### config.mk
export PLATFORM = sky130hd
export DESIGN_NAME = dmem_wbuf_flat
export DESIGN_NICKNAME = d
export VERILOG_FILES = /design/src/rtl/dmem_wbuf_pkg.sv /design/src/rtl/dmem_wbuf_if.sv /design/src/rtl/dmem_wbuf_fifo.sv /design/src/rtl/dmem_wbuf.sv /design/src/flat_wrapper.sv
export SDC_FILE = /design/constraint.sdc
export NUM_CORES = 1
export LEC_CHECK = 0
export BUFFER_PORTS_ARGS = -buffer_cell sky130_fd_sc_hd__buf_2
export CORE_MARGIN = 8
export CORE_UTILIZATION = 59
export CTS_BUF_LIST = sky130_fd_sc_hd__clkbuf_4
export CTS_CLUSTER_SIZE = 30
export DETAILED_ROUTE_END_ITERATION = 6
export PLACE_DENSITY = 0.87
export SLEW_MARGIN = 30
export SYNTH_ARGS = -nofsm -noshare
export SYNTH_HDL_FRONTEND = slang
export SYNTH_SLANG_ARGS = --single-unit
### constraint.sdc
create_clock -name clk -period 4.3 [get_ports clk]
set_clock_uncertainty 0.2 [all_clocks]
set_input_delay 0 -clock clk [delete_from_list [all_inputs] [get_ports clk]]
set_output_delay 0 -clock clk [all_outputs]
set_load 0.05 [all_outputs]
### src/rtl/dmem_wbuf_pkg.sv
// Shared types and constants for the dmem_wbuf posted store buffer.
package rvx10_mem_pkg;

    localparam int MEM_AW     = 32;
    localparam int MEM_DW     = 32;
    localparam int WBUF_DEPTH = 4;
    localparam int WBUF_PTR_W = $clog2(WBUF_DEPTH);

    // Low byte-offset bits of every buffered (full-word) store address
    localparam logic [1:0] WORD_ALIGN = 2'b00;

    typedef struct packed {
        logic [MEM_AW-3:0] wadr;
        logic [MEM_DW-1:0] data;
    } wbuf_entry_t;

endpackage

### src/rtl/dmem_wbuf_if.sv
// Memory-side bus of the store buffer: valid/ready drain channel plus combinational read port.
interface dmem_wbuf_if #(
    parameter int AW = rvx10_mem_pkg::MEM_AW,
    parameter int DW = rvx10_mem_pkg::MEM_DW
);
    logic          mem_wvalid;
    logic          mem_wready;
    logic [AW-1:0] mem_wadr;
    logic [DW-1:0] mem_wdata;
    logic [AW-1:0] mem_radr;
    logic [DW-1:0] mem_rdata;

    modport master (
        output mem_wvalid, mem_wadr, mem_wdata, mem_radr,
        input  mem_wready, mem_rdata
    );

    modport slave (
        input  mem_wvalid, mem_wadr, mem_wdata, mem_radr,
        output mem_wready, mem_rdata
    );
endinterface

### src/rtl/dmem_wbuf_fifo.sv
// In-order store FIFO: entry storage, read/write pointers and occupancy count.
module wbuf_fifo
    import rvx10_mem_pkg::*;
#(
    parameter int  DEPTH   = WBUF_DEPTH,
    parameter type entry_t = wbuf_entry_t
) (
    input  logic                     clk,
    input  logic                     reset,
    input  logic                     push,
    input  entry_t                   push_data,
    input  logic                     pop,
    output entry_t                   head,
    output entry_t                   entries [DEPTH],
    output logic [$clog2(DEPTH)-1:0] rd_ptr,
    output logic [$clog2(DEPTH):0]   count,
    output logic                     full,
    output logic                     empty
);
    localparam int PW = $clog2(DEPTH);

    logic [PW-1:0] wr_ptr_q, wr_ptr_d;
    logic [PW-1:0] rd_ptr_q, rd_ptr_d;
    logic [PW:0]   count_q, count_d;
    entry_t        mem_q [DEPTH];
    entry_t        mem_d [DEPTH];
    logic          do_push, do_pop;

    assign full    = (count_q == (PW+1)'(DEPTH));
    assign empty   = (count_q == '0);
    assign do_push = push & ~full;
    assign do_pop  = pop & ~empty;

    always_comb begin
        wr_ptr_d = wr_ptr_q;
        rd_ptr_d = rd_ptr_q;
        count_d  = count_q;
        mem_d    = mem_q;
        if (do_push) begin
            mem_d[wr_ptr_q] = push_data;
            wr_ptr_d        = wr_ptr_q + PW'(1);
        end
        if (do_pop) begin
            rd_ptr_d = rd_ptr_q + PW'(1);
        end
        // Push and pop together leave the count alone
        case ({do_push, do_pop})
            2'b10:   count_d = count_q + (PW+1)'(1);
            2'b01:   count_d = count_q - (PW+1)'(1);
            default: count_d = count_q;
        endcase
    end

    always_ff @(posedge clk or negedge reset) begin
        if (!reset) begin
            wr_ptr_q <= '0;
            rd_ptr_q <= '0;
            count_q  <= '0;
        end else begin
            wr_ptr_q <= wr_ptr_d;
            rd_ptr_q <= rd_ptr_d;
            count_q  <= count_d;
        end
    end

    always_ff @(posedge clk) begin
        mem_q <= mem_d;
    end

    assign head    = mem_q[rd_ptr_q];
    assign entries = mem_q;
    assign rd_ptr  = rd_ptr_q;
    assign count   = count_q;

endmodule

### src/rtl/dmem_wbuf.sv
// Posted store buffer between the core data port and data memory.
// Optional macro WBUF_FWD_EN forwards load hits from the buffer instead of stalling.
module dmem_wbuf
    import rvx10_mem_pkg::*;
#(
    parameter int DEPTH = WBUF_DEPTH,
    parameter int AW    = MEM_AW,
    parameter int DW    = MEM_DW
) (
    input  logic          clk,
    input  logic          reset,
    input  logic          cpu_we,
    input  logic          cpu_re,
    input  logic [AW-1:0] cpu_adr,
    input  logic [DW-1:0] cpu_wd,
    output logic [DW-1:0] cpu_rd,
    output logic          stall,
    output logic          empty,
    dmem_wbuf_if.master   mem
);
    localparam int PW = $clog2(DEPTH);

    wbuf_entry_t   head;
    wbuf_entry_t   push_entry;
    wbuf_entry_t   entries [DEPTH];
    logic [PW-1:0] rd_ptr;
    logic [PW:0]   count;
    logic          full, fifo_empty;
    logic          push, pop, is_load;
    logic [PW-1:0] idx;
    logic          hit;
`ifdef WBUF_FWD_EN
    logic [DW-1:0] hit_data;
`endif

    // A simultaneous load request is ignored when a store is present
    assign is_load    = cpu_re & ~cpu_we;
    assign push       = cpu_we & ~full;
    assign pop        = mem.mem_wvalid & mem.mem_wready;
    assign push_entry = {cpu_adr[AW-1:2], cpu_wd};

    wbuf_fifo #(
        .DEPTH   (DEPTH),
        .entry_t (wbuf_entry_t)
    ) u_fifo (
        .clk       (clk),
        .reset     (reset),
        .push      (push),
        .push_data (push_entry),
        .pop       (pop),
        .head      (head),
        .entries   (entries),
        .rd_ptr    (rd_ptr),
        .count     (count),
        .full      (full),
        .empty     (fifo_empty)
    );

    // Walk oldest to youngest so the last match seen is the youngest store
    always_comb begin
        idx = '0;
        hit = 1'b0;
`ifdef WBUF_FWD_EN
        hit_data = '0;
`endif
        for (int k = 0; k < DEPTH; k++) begin
            idx = rd_ptr + PW'(k);
            if (({1'b0, PW'(k)} < count) && (entries[idx].wadr == cpu_adr[AW-1:2])) begin
                hit = 1'b1;
`ifdef WBUF_FWD_EN
                hit_data = entries[idx].data;
`endif
            end
        end
    end

    always_comb begin
        stall  = cpu_we & full;
        cpu_rd = mem.mem_rdata;
`ifdef WBUF_FWD_EN
        if (is_load && hit) cpu_rd = hit_data;
`else
        if (is_load && hit) stall = 1'b1;
`endif
    end

    assign empty          = fifo_empty;
    assign mem.mem_wvalid = ~fifo_empty;
    assign mem.mem_wadr   = {head.wadr, WORD_ALIGN};
    assign mem.mem_wdata  = head.data;
    assign mem.mem_radr   = cpu_adr;

endmodule

### src/flat_wrapper.sv
// flat-port wrapper written by rule: the top's interface ports become plain ports
module dmem_wbuf_flat import rvx10_mem_pkg::*;
#(
    parameter int DEPTH = WBUF_DEPTH,
    parameter int AW    = MEM_AW,
    parameter int DW    = MEM_DW
)
  (clk, reset, cpu_we, cpu_re, cpu_adr, cpu_wd, cpu_rd, stall, empty, mem_mem_wvalid, mem_mem_wadr, mem_mem_wdata, mem_mem_radr, mem_mem_wready, mem_mem_rdata);
  dmem_wbuf_if #(.AW(AW), .DW(DW)) mem_i ();
  input  logic clk;
  input  logic reset;
  input  logic cpu_we;
  input  logic cpu_re;
  input  logic [AW-1:0] cpu_adr;
  input  logic [DW-1:0] cpu_wd;
  output logic [DW-1:0] cpu_rd;
  output logic stall;
  output logic empty;
  output wire logic [$bits(mem_i.mem_wvalid)-1:0] mem_mem_wvalid;
  output wire logic [$bits(mem_i.mem_wadr)-1:0] mem_mem_wadr;
  output wire logic [$bits(mem_i.mem_wdata)-1:0] mem_mem_wdata;
  output wire logic [$bits(mem_i.mem_radr)-1:0] mem_mem_radr;
  input wire logic [$bits(mem_i.mem_wready)-1:0] mem_mem_wready;
  input wire logic [$bits(mem_i.mem_rdata)-1:0] mem_mem_rdata;
  assign mem_mem_wvalid = mem_i.mem_wvalid;
  assign mem_mem_wadr = mem_i.mem_wadr;
  assign mem_mem_wdata = mem_i.mem_wdata;
  assign mem_mem_radr = mem_i.mem_radr;
  assign mem_i.mem_wready = mem_mem_wready;
  assign mem_i.mem_rdata = mem_mem_rdata;
  dmem_wbuf #(.DEPTH(DEPTH), .AW(AW), .DW(DW)) u_core (.clk(clk), .reset(reset), .cpu_we(cpu_we), .cpu_re(cpu_re), .cpu_adr(cpu_adr), .cpu_wd(cpu_wd), .cpu_rd(cpu_rd), .stall(stall), .empty(empty), .mem(mem_i));
endmodule
==> impl_metrics.py, run 1 <==
metrics = {
    "outcome": {
        "status": "finished clean",
    },
    "timing": {
        "min_period_ps": 4158,
        "worst_slew_pin_slew_ps": 673.5,
        "slew_headroom_pct": 53.81,
        "hold_viol_final": 0,
        "slew_viol_final": 0,
        "clock.fmax_mhz": 240.5,
        "setup_viol": 0,
        "fin_crit_sh_pct": 96.70,
    },
    "critical_path": {
        "crit_arrival_ps": 3960,
        "rr_worst_depth": 5,
        "timing.rr.end": "u_core.u_fifo.entries[178]",
        "start_kind": "flop",
        "end_kind": "output pin",
        "crit_fanout": 32,
        "required_ps": 4100,
        "rrSetupSlack_ps": 1420,
        "rr_startpoint": "u_core.u_fifo.count[0]",
        "crit_type": "reg -> out",
    },
    "hold_path": {
        "min_from": "mem_mem_wready",
        "hold_class": "in -> reg",
        "hold_path_end": "u_core.u_fifo.rd_ptr[0]",
        "hold_depth": 4,
    },
    "route": {
        "dr_wl_met2_um": 19900,
        "wirelength_met1_um": 13980,
        "ant_nets": 0,
        "post-route-drc-count": 0,
        "wl_per_cell_um": 25.80,
        "vias_per_cell": 6.290,
        "vias": 9574,
        "drt_iter0_markers": 933,
        "top_layer_used": "met4",
        "totalWireLength_um": 39270,
        "dr_wl_met3_um": 4259,
        "firstDrtPassIters": 6,
    },
    "grt": {
        "grt_overflow": 0,
        "grt_max_degree": 63,
        "track_usage_pct": 26.86,
        "antenna_found_initial": 1,
        "first_global_vias": 9637,
        "grt_pass1_wl_um": 57660,
    },
    "job": {
        "max-cap-violations": 0,
    },
    "cts": {
        "clkTransAtPathRegs_ps": 70,
        "htree_levels": 2,
        "cts_tree": "yes",
        "clk_latency_ps": 720,
        "cts_buffers": 60,
        "max-clock-path-buffers": 3,
        "root_buffer": "clkbuf_4",
        "numClockSinks": 255,
    },
    "layout": {
        "mostFrequentLayoutCell": "edfxtp_1",
        "fill_cells": 1387,
        "drive_above_1_share_pct": 31.15,
        "layout.nets": 1297,
        "area_growth_syn_to_layout_pct": 22.60,
        "stdcell_area_um2": 16620,
        "seqCellArea_um2": 7630,
        "multi_input_area_um2": 5089,
        "layout_common_cells": "248 x edfxtp_1, 161 x buf_2, 149 x dlygate4sd3_1",
    },
    "synthesis": {
        "synth-main-ff-cell": "edfxtp_1",
        "synth_cells": 899,
        "synth_edf_count": 248,
        "yosysWarnings": 0,
        "synth_cell_types": 60,
        "synth.cell_area_um2": 13560,
        "yosysSeqAreaShare_pct": 56.21,
        "async_flop_share_pct": 2.745,
        "synth-seq-cells": 255,
        "syn_avg_cell_area_um2": 15.08,
    },
    "floorplanning": {
        "dieArea_um2": 28090,
        "initial_core_util_pct": 60.07,
        "num_rows": 55,
        "die_h_um": 167.6,
        "pin_count": 232,
        "coreArea_um2": 22570,
        "die_x_um": 167.6,
    },
    "power": {
        "p_leak_nw": 6.262,
        "irDropWorstVdd_uv": 513.6,
        "power.total_mw": 12.39,
        "p_per_area_nw_per_um2": 745.2,
    },
    "placement": {
        "place_area_um2": 14120,
        "routabilityCongestion": 0.9993,
        "dpl.hpwl_um": 23370,
        "numPortBuffers": 161,
    },
}
[sequential cells by signal, indices dropped and copies added (netlist names)]
signal / cells
u_core.u_fifo.count: 3
u_core.u_fifo.wr_ptr_q: 2
u_core.u_fifo.rd_ptr: 2
u_core.u_fifo.entries: 248
[worst max-delay path by stage]
stage	from	end	slack [ps]
after floorplan	u_core.u_fifo.rd_ptr[1]	stall	850
after global placement	u_core.u_fifo.rd_ptr[0]	stall	370
after detailed placement	u_core.u_fifo.rd_ptr[0]	stall	400
after CTS	u_core.u_fifo.rd_ptr[0]	stall	10
after global routing	u_core.u_fifo.rd_ptr[1]	stall	-20
final	u_core.u_fifo.rd_ptr[1]	stall	140
[kinds of logic after synthesis]
group                      Yosys count  synth area share (%)
and+or+nand+nor                     88                 3.405
other                                1               0.02766
muxes                              207                 21.06
AOI/OAI and AO/OA                  109                 5.546
DFF                                255                 56.21
buffers and inverters              133                 6.653
xor gates and xnor gates            97                 6.266
adders and majority gates            9                0.8305
[critical path: stages, from the launching register on]
cell and delay [ps]:
dfrtp_4 540, buf_12 250, mux2i_1 390, o22ai_1 170
nand4b_1 290, a2111oi_2 520, nand3_1 120, nor4_1 250
o41ai_2 150, buf_4 160, o21ai_1 100, buf_2 270
[stage by stage]
stage	utilization [%]	instances	TNS, ps	setup slack (ps)	hold WS (ps)
floorplan	-	900	0	847.2	-495.6
detailed placement	62.56	1246	0	402.1	-344.2
finish	73.65	1522	0	141.8	40.64
CTS	72.90	1505	0	12.88	0.8054
global route	73.65	1522	-19.38	-19.38	21.31
global placement	62.56	1246	0	370.8	-343.5
[cell type report]
type	count	share of cell area, %
diodes	1	0.01505
clock buffers	88	3.974
clock inverters	23	0.9785
inverters	11	0.2935
multi-input cells	512	30.61
flip-flops and latches	255	45.90
well taps	285	2.145
repair buffers	347	16.08
[routing by layer]
| layer | global-route usage, % | up-vias |
|---|---|---|
| li1 | - | 4096 |
| met1 | 32.10 | 4738 |
| met2 | 46.32 | 662 |
| met3 | 7.195 | 78 |
| met4 | 9.433 | 0 |
| met5 | 0 | - |
[timing repair]
item | CTS | global route
gates resized for setup | 6 | 5
hold endpoints to repair | 296 | 8
endpoints found under the setup margin | 1 | 1
buffers inserted | 1 | 14
hold buffers | 147 | 2
[Yosys cell counts, types with 12 or more instances]
library cell | instances | area [µm²]
nand4_1 | 12 | 75.07
buf_6 | 15 | 168.9
nor4_1 | 17 | 106.4
xor2_1 | 52 | 455.4
clkbuf_1 | 20 | 75.07
mux2i_1 | 129 | 1291
o22ai_1 | 13 | 81.33
edfxtp_1 | 248 | 7447
mux4_2 | 60 | 1351
nand2_1 | 19 | 71.32
xnor2_1 | 45 | 394.1
a21oi_1 | 23 | 115.1
nor2_1 | 19 | 71.32
o21ai_0 | 15 | 75.07
buf_4 | 73 | 548.0
[report_power, final]
| group | internal, mW | switching [mW] | total, mW |
|---|---|---|---|
| Clock | 1.08 | 1.01 | 2.08 |
| Combinational | 2.34 | 4.41 | 6.74 |
| Sequential | 3.29 | 0.266 | 3.56 |
(Power assumes the default switching activity.)
==> run 2: changes to the inputs <==
PLACE_DENSITY = 0.94   (was 0.87)
==> impl_metrics.py, run 2 (synthesis gave the netlist of run 1 again) <==
metrics = {
    "placement": {
        "place_area_um2": 14060,
        "dpl.hpwl_um": 23120,
        "routabilityCongestion": 0.9777,
        "numPortBuffers": 161,
    },
    "timing": {
        "whs_ps": 32.53,
        "fin_crit_sh_pct": 96.09,
        "slew_headroom_pct": 36.26,
        "finalSetupTns_ps": 0,
        "setup_viol": 0,
        "slew_viol_final": 0,
        "min_period_ps": 4132,
        "rsz0062_at_grt": "no",
        "worst_slew_pin_slew_ps": 956.1,
        "clock.fmax_mhz": 242.0,
        "hold_viol_final": 0,
    },
    "critical_path": {
        "start_kind": "flop",
        "end_kind": "output pin",
        "crit_type": "reg -> out",
        "crit_arrival_ps": 3930,
        "max_stage_delay_ps": 540,
        "required_ps": 4100,
        "cp_common_cell": "nor4_1",
        "cpMaxStageDelayCell": "nor4_1",
        "critical_path.cell_chain": "buf_12, mux2i_1, a22o_1, nor4_1, a21oi_1, nor4_1, and4b_1, o41ai_2, o21ai_1, buf_2",
        "crit_fanout": 68,
    },
    "layout": {
        "mostFrequentLayoutCell": "edfxtp_1",
        "layout_common_cells": "248 x edfxtp_1, 161 x buf_2, 140 x dlygate4sd3_1",
        "layout.nets": 1275,
        "largest_reg_flops": 248,
        "drive_above_1_share_pct": 29.69,
        "seqCellArea_um2": 7630,
        "multi_input_area_um2": 5064,
        "stdcell_area_um2": 16300,
        "fill_cells": 1424,
        "area_growth_syn_to_layout_pct": 20.25,
    },
    "route": {
        "vias": 9319,
        "wl_per_cell_um": 25.57,
        "totalWireLength_um": 37980,
        "ant_nets": 0,
        "vias_per_cell": 6.275,
        "post-route-drc-count": 0,
        "drt_iter0_markers": 1049,
        "firstDrtPassIters": 7,
    },
    "grt": {
        "grt_max_degree": 70,
        "track_usage_pct": 26.26,
        "grt_overflow": 0,
        "grt_pass1_wl_um": 56860,
        "antenna_found_initial": 1,
        "first_global_vias": 9585,
    },
    "floorplanning": {
        "dieArea_um2": 28090,
        "initial_core_util_pct": 60.07,
        "coreArea_um2": 22570,
        "pin_count": 232,
        "die_x_um": 167.6,
        "num_rows": 55,
        "die_h_um": 167.6,
    },
    "power": {
        "power.total_mw": 12.18,
        "p_per_area_nw_per_um2": 747.3,
        "switchingPower_mw": 5.585,
        "p_sw_share_pct": 45.84,
        "p_int_mw": 6.598,
        "power_frac_seq_pct": 29.4,
        "clockPowerShare_pct": 17.3,
        "combPwrFrac_pct": 53.3,
        "irDropWorstVdd_uv": 542.1,
        "p_leak_nw": 6.104,
    },
    "cts": {
        "htree_levels": 3,
        "clk_latency_ps": 640,
        "clkTransAtPathRegs_ps": 60,
        "max-clock-path-buffers": 3,
        "numClockSinks": 255,
        "root_buffer": "clkbuf_4",
        "cts_tree": "yes",
        "cts_buffers": 66,
    },
    "outcome": {
        "status": "finished clean",
    },
    "job": {
        "max-cap-violations": 0,
    },
    "hold_path": {
        "hold_class": "in -> reg",
    },
}
[run 2: timing repair]
action                                  CTS  global route
setup buffers                             0             1
hold buffers                            140             0
endpoints found under the setup margin    0             1
hold endpoints to repair                296             0
gates resized for setup                   0             3
[run 2: metal layers]
metal  share of wire [%]  routed length [µm]  GRT usage [%]  vias up
li1                    -                   -              -     4022
met5                   0                   0              0        -
met2                  50               18810          43.11      636
met3                  11                4158          7.994       88
met1                  36               13860          32.22     4573
met4                 3.0                1148          10.33        0
[run 2: layout make-up]
type                    count  share of cell area, %
flip-flops and latches    255                  46.80
well taps                 285                  2.187
clock buffers              85                  3.914
repair buffers            319                  14.80
clock inverters            17                 0.9669
inverters                  11                 0.2686
multi-input cells         512                  31.06
diodes                      1                0.01535
[run 2: worst paths after layout]
| path | startpoint | to | slack [ps] | cells past startpoint |
|---|---|---|---|---|
| setup / recovery | u_core.u_fifo.rd_ptr[1] | stall | 170 | 10 |
| hold reg to reg | u_core.u_fifo.count[0] | u_core.u_fifo.count[0] | 410 | 1 |
| max in group asynchronous | reset | u_core.u_fifo.rd_ptr[1] | 3480 | 3 |
| min in group asynchronous | reset | u_core.u_fifo.rd_ptr[0] | 120 | 3 |
| hold / removal | cpu_adr[12] | u_core.u_fifo.entries[166] | 30 | 2 |
| setup reg to reg | u_core.u_fifo.count[0] | u_core.u_fifo.entries[6] | 1300 | 5 |
[run 2: through the flow]
| stage | setup slack [ps] | std cells | utilization (%) |
|---|---|---|---|
| floorplan | 847.2 | 900 | - |
| global placement | 868.8 | 1241 | 62.28 |
| detailed placement | 815.7 | 1241 | 62.28 |
| CTS | 78.78 | 1483 | 72.01 |
| global route | 25.06 | 1485 | 72.23 |
| finish | 168.0 | 1485 | 72.23 |
[run 2: power by group through the flow]
stage	Combinational [mW]	Clock (mW)	Sequential (mW)
floorplan	5.02	0	3.48
global placement	6.11	0	3.57
detailed placement	6.16	0	3.63
CTS	6.37	2.11	3.59
global route	6.80	2.25	3.62
finish	6.50	2.10	3.58
[run 2: critical path, delay by kind of cell (launching register included)]
kind | cells | cell delay, ps
compound gates | 4 | 790
buf+inv | 2 | 650
flops | 1 | 440
mux | 1 | 270
simple gates | 3 | 1130
